--- src/rtl/pwm_duty_decoder.sv ---
// Measures period and high time of an asynchronous PWM input and reports duty in percent.
// A restoring divider yields one quotient bit per cycle; a no-edge timeout forces 0% or 100%.
module pwm_duty_decoder #(
    parameter int unsigned      CNT_W   = 21,
    parameter logic [CNT_W-1:0] TIMEOUT = CNT_W'(1_000_000)
) (
    input  logic             CLK,
    input  logic             RST_N,
    input  logic             PWM_IN,
    output logic [CNT_W-1:0] PERIOD,
    output logic [CNT_W-1:0] HIGH_TIME,
    output logic [6:0]       DUTY,
    output logic             VALID,
    output logic             BUSY,
    output logic             STALL
);
    localparam int unsigned      QW         = CNT_W + 7;
    localparam int unsigned      IW         = $clog2(QW);
    localparam logic [CNT_W-1:0] TIMEOUT_M1 = TIMEOUT - CNT_W'(1);

    typedef enum logic {StIdle, StDiv} state_e;

    state_e           state_q;
    logic             sync1_q, sync2_q, sync2_prev_q;
    logic             armed_q, pend_q;
    logic [CNT_W-1:0] cnt_q, hacc_q;
    logic [CNT_W-1:0] divisor_q, rem_q;
    logic [QW-1:0]    quo_q;
    logic [IW-1:0]    iter_q;

    logic             rise, capture, timeout_hit, last_iter;
    logic [CNT_W:0]   trial;
    logic             trial_ge;
    logic [CNT_W-1:0] rem_next;
    logic [QW-1:0]    quo_next, dividend;
    logic [6:0]       duty_clamped;

    always_comb begin
        rise        = sync2_q & ~sync2_prev_q;
        capture     = rise & armed_q;
        // cnt saturates at TIMEOUT, so this fires exactly once per stall
        timeout_hit = ~rise & (cnt_q == TIMEOUT_M1);
        last_iter   = (iter_q == IW'(QW - 1));
        trial       = {rem_q, quo_q[QW-1]};
        trial_ge    = (trial >= {1'b0, divisor_q});
        rem_next    = trial_ge ? CNT_W'(trial - {1'b0, divisor_q}) : trial[CNT_W-1:0];
        quo_next    = {quo_q[QW-2:0], trial_ge};
        dividend    = QW'(HIGH_TIME) * QW'(7'd100);
        duty_clamped = (quo_next > QW'(100)) ? 7'd100 : quo_next[6:0];
    end

    always_ff @(posedge CLK or negedge RST_N) begin
        if (!RST_N) begin
            sync1_q      <= 1'b0;
            sync2_q      <= 1'b0;
            sync2_prev_q <= 1'b0;
            armed_q      <= 1'b0;
            pend_q       <= 1'b0;
            cnt_q        <= '0;
            hacc_q       <= '0;
            divisor_q    <= '0;
            rem_q        <= '0;
            quo_q        <= '0;
            iter_q       <= '0;
            state_q      <= StIdle;
            PERIOD       <= '0;
            HIGH_TIME    <= '0;
            DUTY         <= '0;
            VALID        <= 1'b0;
            BUSY         <= 1'b0;
            STALL        <= 1'b0;
        end else begin
            sync1_q      <= PWM_IN;
            sync2_q      <= sync1_q;
            sync2_prev_q <= sync2_q;
            VALID        <= 1'b0;

            if (rise) begin
                cnt_q  <= CNT_W'(1);
                hacc_q <= CNT_W'(1);
            end else if (cnt_q != TIMEOUT) begin
                cnt_q  <= cnt_q + CNT_W'(1);
                hacc_q <= hacc_q + CNT_W'(sync2_q);
            end

            if (timeout_hit) begin
                PERIOD    <= '0;
                HIGH_TIME <= '0;
                DUTY      <= sync2_q ? 7'd100 : 7'd0;
                VALID     <= 1'b1;
                STALL     <= 1'b1;
                BUSY      <= 1'b0;
                armed_q   <= 1'b0;
                pend_q    <= 1'b0;
                state_q   <= StIdle;
            end else begin
                if (rise) begin
                    armed_q <= 1'b1;
                end
                if (capture) begin
                    PERIOD    <= cnt_q;
                    HIGH_TIME <= hacc_q;
                end
                unique case (state_q)
                    StIdle: begin
                        pend_q <= capture;
                        // Load from the registered outputs: always the latest completed capture
                        if (pend_q) begin
                            quo_q     <= dividend;
                            rem_q     <= '0;
                            divisor_q <= PERIOD;
                            iter_q    <= '0;
                            BUSY      <= 1'b1;
                            state_q   <= StDiv;
                        end
                    end
                    StDiv: begin
                        pend_q <= pend_q | capture;
                        quo_q  <= quo_next;
                        rem_q  <= rem_next;
                        iter_q <= iter_q + IW'(1);
                        if (last_iter) begin
                            DUTY    <= duty_clamped;
                            VALID   <= 1'b1;
                            BUSY    <= 1'b0;
                            STALL   <= 1'b0;
                            state_q <= StIdle;
                        end
                    end
                endcase
            end
        end
    end

endmodule

--- config.mk ---
export PLATFORM = sky130hd
export DESIGN_NAME = pwm_duty_decoder
export DESIGN_NICKNAME = d
export VERILOG_FILES = /design/src/rtl/pwm_duty_decoder.sv
export SDC_FILE = /design/constraint.sdc
export NUM_CORES = 1
export LEC_CHECK = 0
export CORE_ASPECT_RATIO = 0.8
export CORE_UTILIZATION = 23
export CTS_BUF_LIST = sky130_fd_sc_hd__clkbuf_8
export CTS_CLUSTER_DIAMETER = 40
export DETAILED_ROUTE_END_ITERATION = 10
export PLACE_DENSITY = 0.42
export SLEW_MARGIN = 5
export SYNTH_ARGS = -nofsm -noshare
export SYNTH_HDL_FRONTEND = slang
export SYNTH_SLANG_ARGS = --single-unit
export TNS_END_PERCENT = 100
--- constraint.sdc ---
create_clock -name CLK -period 11.65 [get_ports CLK]
set_input_delay 2.33 -clock CLK [delete_from_list [all_inputs] [get_ports CLK]]
set_output_delay 2.33 -clock CLK [all_outputs]
set_load 0.05 [all_outputs]
# After elaboration in Yosys (flattened, before gate mapping)
# Index checks and enable logic that the tools add are counted.
# classes
n_addsub,4
mul,1
n_div,0
n_lt_le_gt_ge,2
n_eq_ne,6
n_shift,0
n_mux,37
n_bitwise,8
reduce_logical,9
# op_table
cell,n
$mux W21,10
$pmux W28 S2,1
$pmux W21 S2,1
$mux W7,5
$gt A28 B7 Y1 const B,1
$mux W28,1
$mul A21 B5 Y26 const B,1
$ge A22 B21 Y1,1
$add A21 B1 Y21,1
$add A21 B1 Y21 const B,1
$eq A21 B20 Y1 const B,1
$ne A21 B20 Y1 const B,1
$sub A21 B21 Y21,1
$mux W1,14
$pmux W5 S2,1
$reduce_bool A2 Y1,5
$pmux W1 S2,3
$reduce_and A2 Y1,3
$add A5 B1 Y5 const B,1
$eq A5 B5 Y1 const B,1
$mux W5,1
$not A1 Y1,4
$and A1 B1 Y1,3
$ne A3 B1 Y1 const B,1
other kinds (4),4
# word_totals
register_bits,175
latch_bits,0
mem_bits_rw,0
romBits,0
out_inout_bits,52
memories,0

# Longest topological paths before layout
# Gate-level depths: netlist of run 1.
# depth
depth_word,6
mapped_depth,15
mapped_depth_nobuf,15

# Least setup slack after synthesis of run 1
# No wires, ideal clock.
# synth_timing
kind,reg-to-reg
start,register HIGH_TIME[4]
end,register quo_q[25]
setup_ns,0.126
arrival_ns,3.998
required_ns,11.524
path_slack_ns,7.526
path_stages_with_launch,16
n_path_buf,0
period_less_slack_ns,4.124
path_cell_list,dfrtp_1 -> ha_1 -> ha_1 -> inv_1 -> fa_1 -> inv_1 -> ha_1 -> and2_0 -> a311o_1 -> o2111ai_2 -> a21oi_1 -> o31a_1 -> a21o_1 -> a21oi_2 -> xnor2_1 -> a221o_1
# synth_via
elab_chain_len,3
# synth_lines
element,line_no,text
from (decl),11,"output logic [CNT_W-1:0] HIGH_TIME,"
from (signal assigned),102,HIGH_TIME <= hacc_q;
$mul A21 B5 Y26,48,dividend = QW'(HIGH_TIME) * QW'(7'd100);
$mux W28,108,if (pend_q) begin
$pmux W28 S2,104,unique case (state_q)
to (signal assigned),109,quo_q <= dividend;
to (signal assigned),119,quo_q <= quo_next;
to (decl),28,logic [QW-1:0] quo_q;
# No other way between the ends. The select of a mux whose other input is x is not followed.
# A chain may end at the register's enable or synchronous reset.

# Worst setup path in the final report of run 1
# layout_timing
start,register HIGH_TIME[0]
end,output HIGH_TIME[0]
# No word-level cell between the ends.

==> results.yml, run 1 <==
outcome:
  outcome: "finished, final reports clean"
worst_hold_path:
  min_path_type: "reg2reg"
global_routing:
  global_route_wire_length_before_repair_mm: 46.0
  globalRouteOverflowTotal: 0
  grt_pass1_vias: 8339
  gr-usage-all-layers: 0.121
  antenna_found_initial: 0
  grt_max_degree: 111
cells_and_area:
  n_fill_cell: 5003
  sequential_cell_area_mm2: 0.00438
  syn_to_final_growth_pct: 15.2
  final_net_count: 1324
  antenna_cell_count: 0
  multi_input_comb_area_mm2: 0.00574
  fraction_of_layout_cells_with_a_size_suffix_above_1: 0.0515
clock_network:
  clockRootBuffer: "sky130_fd_sc_hd__clkbuf_8"
  clock_tree_from_tritoncts: "built"
  worst_skew_pair.late_latency_ps: 500
  postCtsResizedCells: 0
  tritoncts_buffer_count: 17
  worst_case_clock_buffer_depth: 2
  h-tree-depth: 4
  clkSinkCount: 175
  cts_hold_buf: 0
  path_clk_slew_ps: 110
  postCtsSetupBuffers: 0
synth:
  simple_gate_portion_of_the_synthesized_area: 0.170
  dominantRegCellSynth: "sky130_fd_sc_hd__dfrtp_1"
  post_synth_instance_area_mm2: 0.0107
  post_synth_mux_area_share: 0.0123
  netlist_top_cells_area: "sky130_fd_sc_hd__dfrtp_1 (41%), sky130_fd_sc_hd__ha_1 (11%), sky130_fd_sc_hd__nand2_1 (6.5%), sky130_fd_sc_hd__o21ai_0 (4.9%), sky130_fd_sc_hd__inv_1 (3.5%)"
  ys_types: 74
  netlist.top_cell.by_area: "sky130_fd_sc_hd__dfrtp_1"
  synthDominantCellAreaShare: 0.411
  synth_fa_ha_area_frac: 0.142
  async_reset_ff_frac: 1.00
  synth_edf_count: 0
  synth.yosys.seq_area_share: 0.411
  syn-num-nets: 1287
  synth_top_family_by_area: "simple AND/OR/NAND/NOR gates"
  compound_gate_fraction_of_synth_area: 0.158
  ys_ff_latch: 175
  synthesis.area_per_instance_um2: 9.08
  yosys.area_share.xor_xnor: 0.0543
  netlist_instances: 1173
  total_of_warnings_raised_by_yosys: 0
power:
  power.leakage_nw: 5.56
  power.switching_mw: 0.918
  pwr-share-clk: 0.198
  pwr-share-seq: 0.397
  p_int_mw: 1.30
  power_frac_comb: 0.405
  power_density_mw_per_mm2: 181
  swShare: 0.413
  power.total_mw: 2.22
  power.ir.vdd_worst_mv: 0.0729
sta:
  fin_crit_sh: 0.358
  fmaxAchievable_ghz: 0.240
  finClkSkew_ps: 27.2
  worstMarginPinSlew_ps: 1050
  drv_slew: 0
  timing.slew.headroom: 0.298
  finalSetupViolations: 0
  timing.setup.tns_ps: 0
  grt_setup_unrepaired: "false"
  finalHoldViolCount: 0
  fin_crit_ps: 4170
placement:
  dp_hpwl_mm: 20.0
  routabilityCongestion: 0.767
  port_buffers: 54
worst_setup_path:
  worst_setup_path_start_kind: "flip-flop"
  worst_path_max_delay_cell: "sky130_fd_sc_hd__clkdlybuf4s50_1"
  cp.arrival_ps: 1840
  timing.critical_path.cells: "clkdlybuf4s50_1"
  worstPathBufferInverterCount: 1
  critical_path.max_stage_delay_ps: 850
  worst-setup-path-type: "reg2out"
  worstPathRequired_ps: 9320
  critical_path.top_delay_family: "buffers and inverters"
  capturing_element_type_of_the_critical_path: "primary output"
  critical_path_peak_fanout: 5
floorplanning:
  effective_utilization_at_floorplan: 0.233
  die_height_um: 194
  design.portCount: 55
  dieWidth_um: 243
  core.rowCount: 70
  floorplan.die_area_mm2: 0.0472
  floorplan.core_area_mm2: 0.0457
detailed_routing:
  drt_wl_total_mm: 27.3
  detail_route.iter0.violations: 475
  avgViaCountPerCell: 4.41
  drt-pass1-iter-count: 5
  drt-wirelength-per-cell_um: 14.9
  vias: 8088
  drc_errors: 0
  antenna_viol_nets_final: 0
run:
  maxCapViolCount: 0
## kinds of logic after synthesis
group	Yosys count
and+or+nand+nor	396
buffers and inverters	144
adders and majority gates	111
xor gates and xnor gates	66
AOI/OAI and AO/OA	268
muxes	13
DFF	175
## flip-flops by register name, summed over array words and instances (netlist names), 5 cells and up
register	cells
PERIOD	21
HIGH_TIME	21
divisor_q	21
DUTY	7
cnt_q	21
hacc_q	21
rem_q	21
quo_q	28
iter_q	5
## metrics by stage
stage / hold WS [ps] / setup WS, ps / instance area [um^2] / utilization / cells
after floorplan: 331 / 7530 / 10700 / - / 1173
after global placement: 334 / 7550 / 11900 / 0.260 / 1803
after global routing: 364 / 7290 / 12300 / 0.269 / 1835
after CTS: 362 / 7400 / 12300 / 0.269 / 1835
final: 357 / 7480 / 12300 / 0.269 / 1835
after detailed placement: 338 / 7480 / 11900 / 0.260 / 1803
## synthesized netlist by cell type (5+ instances only)
master                     number
sky130_fd_sc_hd__xor2_1        42
sky130_fd_sc_hd__and3_1        16
sky130_fd_sc_hd__o31a_1         5
sky130_fd_sc_hd__clkbuf_1      38
sky130_fd_sc_hd__nor2_1        87
sky130_fd_sc_hd__nor2b_1        9
sky130_fd_sc_hd__nand3_1       22
sky130_fd_sc_hd__xnor2_1       24
sky130_fd_sc_hd__a21o_1        17
sky130_fd_sc_hd__or3_1          6
sky130_fd_sc_hd__o31ai_1       18
sky130_fd_sc_hd__o21ai_1       10
sky130_fd_sc_hd__ha_1          94
sky130_fd_sc_hd__dfrtp_1      175
sky130_fd_sc_hd__mux2i_1       12
sky130_fd_sc_hd__and2_1         6
sky130_fd_sc_hd__a21oi_1       55
sky130_fd_sc_hd__or2_2          5
sky130_fd_sc_hd__o22ai_1        5
sky130_fd_sc_hd__inv_1        100
sky130_fd_sc_hd__nand2b_1       7
sky130_fd_sc_hd__o21ai_0      104
sky130_fd_sc_hd__nor3_1        16
sky130_fd_sc_hd__fa_1          17
sky130_fd_sc_hd__nand4_1       12
sky130_fd_sc_hd__nor4_1         7
sky130_fd_sc_hd__nand2_1      184
## power by group through the flow
stage | logic (mW) | registers, mW | clock network (mW)
floorplan | 0.658 | 0.897 | 0
global placement | 0.896 | 0.893 | 0
detailed placement | 0.906 | 0.893 | 0
CTS | 0.909 | 0.882 | 0.463
global route | 1.03 | 0.905 | 0.484
finish | 0.900 | 0.881 | 0.441
## cell usage in the layout (no fill, tap or decap), types with 5 or more instances in the layout
cell and count:
sky130_fd_sc_hd__and3_1 16, sky130_fd_sc_hd__clkbuf_8 20, sky130_fd_sc_hd__xor2_1 42, sky130_fd_sc_hd__o21ai_1 9, sky130_fd_sc_hd__mux2i_1 12, sky130_fd_sc_hd__o22ai_1 5
sky130_fd_sc_hd__dfrtp_1 174, sky130_fd_sc_hd__o31ai_1 18, sky130_fd_sc_hd__o21ai_0 104, sky130_fd_sc_hd__fa_1 17, sky130_fd_sc_hd__ha_1 94, sky130_fd_sc_hd__nor2b_1 8
sky130_fd_sc_hd__inv_8 5, sky130_fd_sc_hd__nor3_1 16, sky130_fd_sc_hd__a21o_1 17, sky130_fd_sc_hd__nor2_1 86, sky130_fd_sc_hd__o31a_1 5, sky130_fd_sc_hd__inv_1 101
sky130_fd_sc_hd__buf_4 8, sky130_fd_sc_hd__xnor2_1 24, sky130_fd_sc_hd__nand4_1 12, sky130_fd_sc_hd__or2_2 5, sky130_fd_sc_hd__nand3_1 22, sky130_fd_sc_hd__or3_1 6
sky130_fd_sc_hd__a21oi_1 55, sky130_fd_sc_hd__nand2_1 184, sky130_fd_sc_hd__nand2b_1 7, sky130_fd_sc_hd__nor4_1 7, sky130_fd_sc_hd__clkdlybuf4s50_1 53
## per-layer routing
layer	track usage	vias to the layer above	wire, um
met5	0	-	0
met4	0.0349	0	372
met2	0.179	84	11400
met3	0.0184	18	620
li1	-	4091	-
met1	0.181	3895	14900
## worst reg2reg max path, cell delays in order, from the launching register on
cell                        delay (ps)
sky130_fd_sc_hd__dfrtp_1           450
sky130_fd_sc_hd__ha_1              320
sky130_fd_sc_hd__ha_1              280
sky130_fd_sc_hd__inv_1              50
sky130_fd_sc_hd__fa_1              490
sky130_fd_sc_hd__inv_1              40
sky130_fd_sc_hd__ha_1              360
sky130_fd_sc_hd__and2_0            190
sky130_fd_sc_hd__a311o_1           370
sky130_fd_sc_hd__o2111ai_2         310
sky130_fd_sc_hd__a21oi_1           160
sky130_fd_sc_hd__o31a_1            290
sky130_fd_sc_hd__a21o_1            220
sky130_fd_sc_hd__a21oi_2           150
sky130_fd_sc_hd__xnor2_1            70
sky130_fd_sc_hd__a221o_1           320
## layout make-up
cell class	count	area share
clock buffer	19	0.0213
clock inverter	13	0.0117
inverter	100	0.0306
multi-input combinational	854	0.468
sequential	175	0.357
tap	612	0.0624
timing repair buffer	62	0.0492
## final timing paths
kind / end / cells past startpoint / start / slack (ps)
max in group asynchronous: state_q / 2 / RST_N / 8150
hold / removal: sync2_q / 0 / sync1_q / 360
min in group asynchronous: HIGH_TIME[12] / 1 / RST_N / 1950
setup reg to reg: quo_q[25] / 15 / HIGH_TIME[3] / 7500
hold reg to reg: sync2_q / 0 / sync1_q / 360
setup / recovery: HIGH_TIME[0] / 1 / HIGH_TIME[0] / 7480
Note: power is estimated with default switching activity, not from simulation.
==> inputs of run 2 (changes only) <==
Settings changed: PLACE_DENSITY 0.42 to 0.43.
Clock period 11.65 ns to 3.6 ns, I/O delays scaled along.
==> run 2 against run 1 <==
  * Sequential share of layout area down 2.3 points
  * Critical path depth up 13
  * Count of clock-buffer cells in the layout down 2
  * Global-route usage up 0.27 points
  * Setup slack worse by 7600 ps
  * The flow now finishes with violations (setup timing)
  * Flip-flop and latch count unchanged
  * Routed wire length up 3.0%
==> results.yml, run 2 (same netlist as run 1, synthesis figures left out) <==
outcome:
  outcome: "finished with violations"
  failed_checks: "setup timing"
worst_setup_path:
  r2r_cells: 14
  critical_path.max_stage_delay_ps: 510
  timing.critical_path.cells: "ha_4 -> ha_4 -> inv_2 -> fa_1 -> inv_2 -> ha_4 -> a2111o_1 -> o211ai_1 -> a32oi_2 -> a41o_1 -> o41a_1 -> and4b_1 -> a211oi_2 -> a21oi_1"
  worstPathBufferInverterCount: 2
  capturing_element_type_of_the_critical_path: "flip-flop"
  rrSetupSlack_ps: -160
  cpMostUsedCell: "sky130_fd_sc_hd__ha_4"
  worst_path_max_delay_cell: "sky130_fd_sc_hd__fa_1"
  worstPathRequired_ps: 3970
  worst_setup_path_start_kind: "flip-flop"
  critical_path_cell_count: 14
  worst-setup-path-type: "reg2reg"
  cp.arrival_ps: 4130
  critical_path.top_delay_family: "compound AO/OA/AOI/OAI gates"
  critical_path_peak_fanout: 3
global_routing:
  grt_max_degree: 67
  global_route_wire_length_before_repair_mm: 46.7
  globalRouteOverflowTotal: 0
  antenna_found_initial: 0
  gr-usage-all-layers: 0.124
  grt_pass1_vias: 8550
placement:
  dp_hpwl_mm: 21.0
  port_buffers: 54
  routabilityCongestion: 0.750
  placed_cells_incl_taps: 1871
floorplanning:
  design.portCount: 55
  die_height_um: 194
  floorplan.die_area_mm2: 0.0472
  core.rowCount: 70
  effective_utilization_at_floorplan: 0.233
  floorplan.core_area_mm2: 0.0457
  dieWidth_um: 243
clock_network:
  clockRootBuffer: "sky130_fd_sc_hd__clkbuf_8"
  tritoncts_buffer_count: 17
  path_clk_slew_ps: 100
  clkSinkCount: 175
  worst_case_clock_buffer_depth: 2
  worst_skew_pair.late_latency_ps: 500
  clock_tree_from_tritoncts: "built"
  h-tree-depth: 4
sta:
  drv_slew: 0
  fin_crit_ps: 3760
  timing.slew.headroom: 0.267
  worstMarginPinSlew_ps: 1100
  grt_setup_unrepaired: "true"
  finClkSkew_ps: 21.1
  setup_slack_ps: -162
  fin_crit_sh: 1.04
  finalSetupViolations: 6
  finalHoldViolCount: 0
  fmaxAchievable_ghz: 0.266
power:
  power.switching_mw: 2.95
  power.total_mw: 7.31
  power_density_mw_per_mm2: 554
  power_frac_comb: 0.423
  swShare: 0.404
  p_int_mw: 4.36
  pwr-share-seq: 0.384
  pwr-share-clk: 0.193
  power.leakage_nw: 5.88
  power.ir.vdd_worst_mv: 0.206
detailed_routing:
  drt-pass1-iter-count: 5
  vias: 8446
  drt-wirelength-per-cell_um: 14.7
  drt_wl_total_mm: 28.2
  drc_errors: 0
  avgViaCountPerCell: 4.41
  detail_route.iter0.violations: 604
  antenna_viol_nets_final: 0
cells_and_area:
  flip_flop_count_of_the_largest_register_all_copies_and_words_added: 28
  top_library_cells_by_usage_in_the_layout_fill_and_taps_aside: "sky130_fd_sc_hd__nand2_1 (184), sky130_fd_sc_hd__dfrtp_1 (159), sky130_fd_sc_hd__o21ai_0 (99), sky130_fd_sc_hd__inv_1 (93), sky130_fd_sc_hd__nor2_1 (85)"
  fraction_of_layout_cells_with_a_size_suffix_above_1: 0.154
  largest_register: "quo_q"
  finalCoreUtilization: 0.289
  layout.cells.most_common: "sky130_fd_sc_hd__nand2_1"
  syn_to_final_growth_pct: 23.9
  final_net_count: 1403
  fin_cells: 1914
  antenna_cell_count: 0
worst_hold_path:
  min_path_type: "in2async"
run:
  maxCapViolCount: 0
run 2: changes by cell type in the layout (fill, tap and decap cells not counted), moves of 4 or more:
cell / change
sky130_fd_sc_hd__ha_4: +17
sky130_fd_sc_hd__dfrtp_2: +14
sky130_fd_sc_hd__inv_2: +8
sky130_fd_sc_hd__inv_1: -8
sky130_fd_sc_hd__o21ai_1: +4
sky130_fd_sc_hd__buf_6: +6
sky130_fd_sc_hd__ha_1: -19
sky130_fd_sc_hd__dfrtp_1: -15
sky130_fd_sc_hd__a21oi_2: +5
sky130_fd_sc_hd__a21oi_1: -5
sky130_fd_sc_hd__o21ai_0: -5
sky130_fd_sc_hd__buf_4: +73
run 2: metal layers:
metal / routed length, um / global-route usage / vias up
met5: 0 / 0 / -
met4: 333 / 0.0342 / 0
met3: 505 / 0.0191 / 19
met2: 12100 / 0.184 / 70
met1: 15200 / 0.184 / 4097
li1: - / - / 4260
run 2: through the flow:
stage | hold slack, ps | area, um^2 | TNS (ps) | setup WS (ps)
2_1_floorplan | 331 | 10800 | -415 | -155
3_3_place_gp | 335 | 12600 | -1100 | -272
3_5_place_dp | 335 | 12600 | -1320 | -309
4_1_cts | 217 | 13000 | -765 | -190
5_1_grt | 240 | 13200 | -2010 | -331
6_report | 225 | 13200 | -697 | -162
run 2: worst paths after layout:
path	startpoint	to
setup / recovery	HIGH_TIME[7]	quo_q[26]
hold / removal	RST_N	hacc_q[4]
setup reg to reg	HIGH_TIME[7]	quo_q[26]
hold reg to reg	sync1_q	sync2_q
max in group asynchronous	RST_N	cnt_q[12]
min in group CLK	sync1_q	sync2_q
run 2: cell type report:
class / instances / area, um^2
clock inverter: 15 / 153
timing repair buffer: 141 / 1230
sequential: 175 / 4400
inverter: 100 / 375
multi-input combinational: 854 / 6040
clock buffer: 17 / 234
fill: 4877 / 32500
tap: 612 / 766
run 2: timing repair:
item,in CTS,in global routing
gates resized for setup,15,21
endpoints found under the setup margin,7,11
pin swaps,10,16
buffers inserted,5,7
hold buffers,0,0
run 2: power groups by stage:
| stage | sequential (mW) | clock, mW | combinational [mW] |
|---|---|---|---|
| 6_report | 2.81 | 1.41 | 3.10 |
| 5_1_grt | 2.87 | 1.53 | 3.51 |
| 4_1_cts | 2.80 | 1.47 | 3.11 |
| 3_5_place_dp | 2.84 | 0 | 3.06 |
| 3_3_place_gp | 2.83 | 0 | 3.04 |
| 2_1_floorplan | 2.91 | 0 | 2.14 |
run 2: worst register-to-register path: cells and delay by family (launching register included):
family / cells / cell delay [ps]
AO/OA/AOI/OAI: 7 / 1690
AND/OR/NAND/NOR: 1 / 210
flip-flops: 1 / 470
adder cells (fa/ha/maj): 4 / 1200
buffers and inverters: 2 / 80
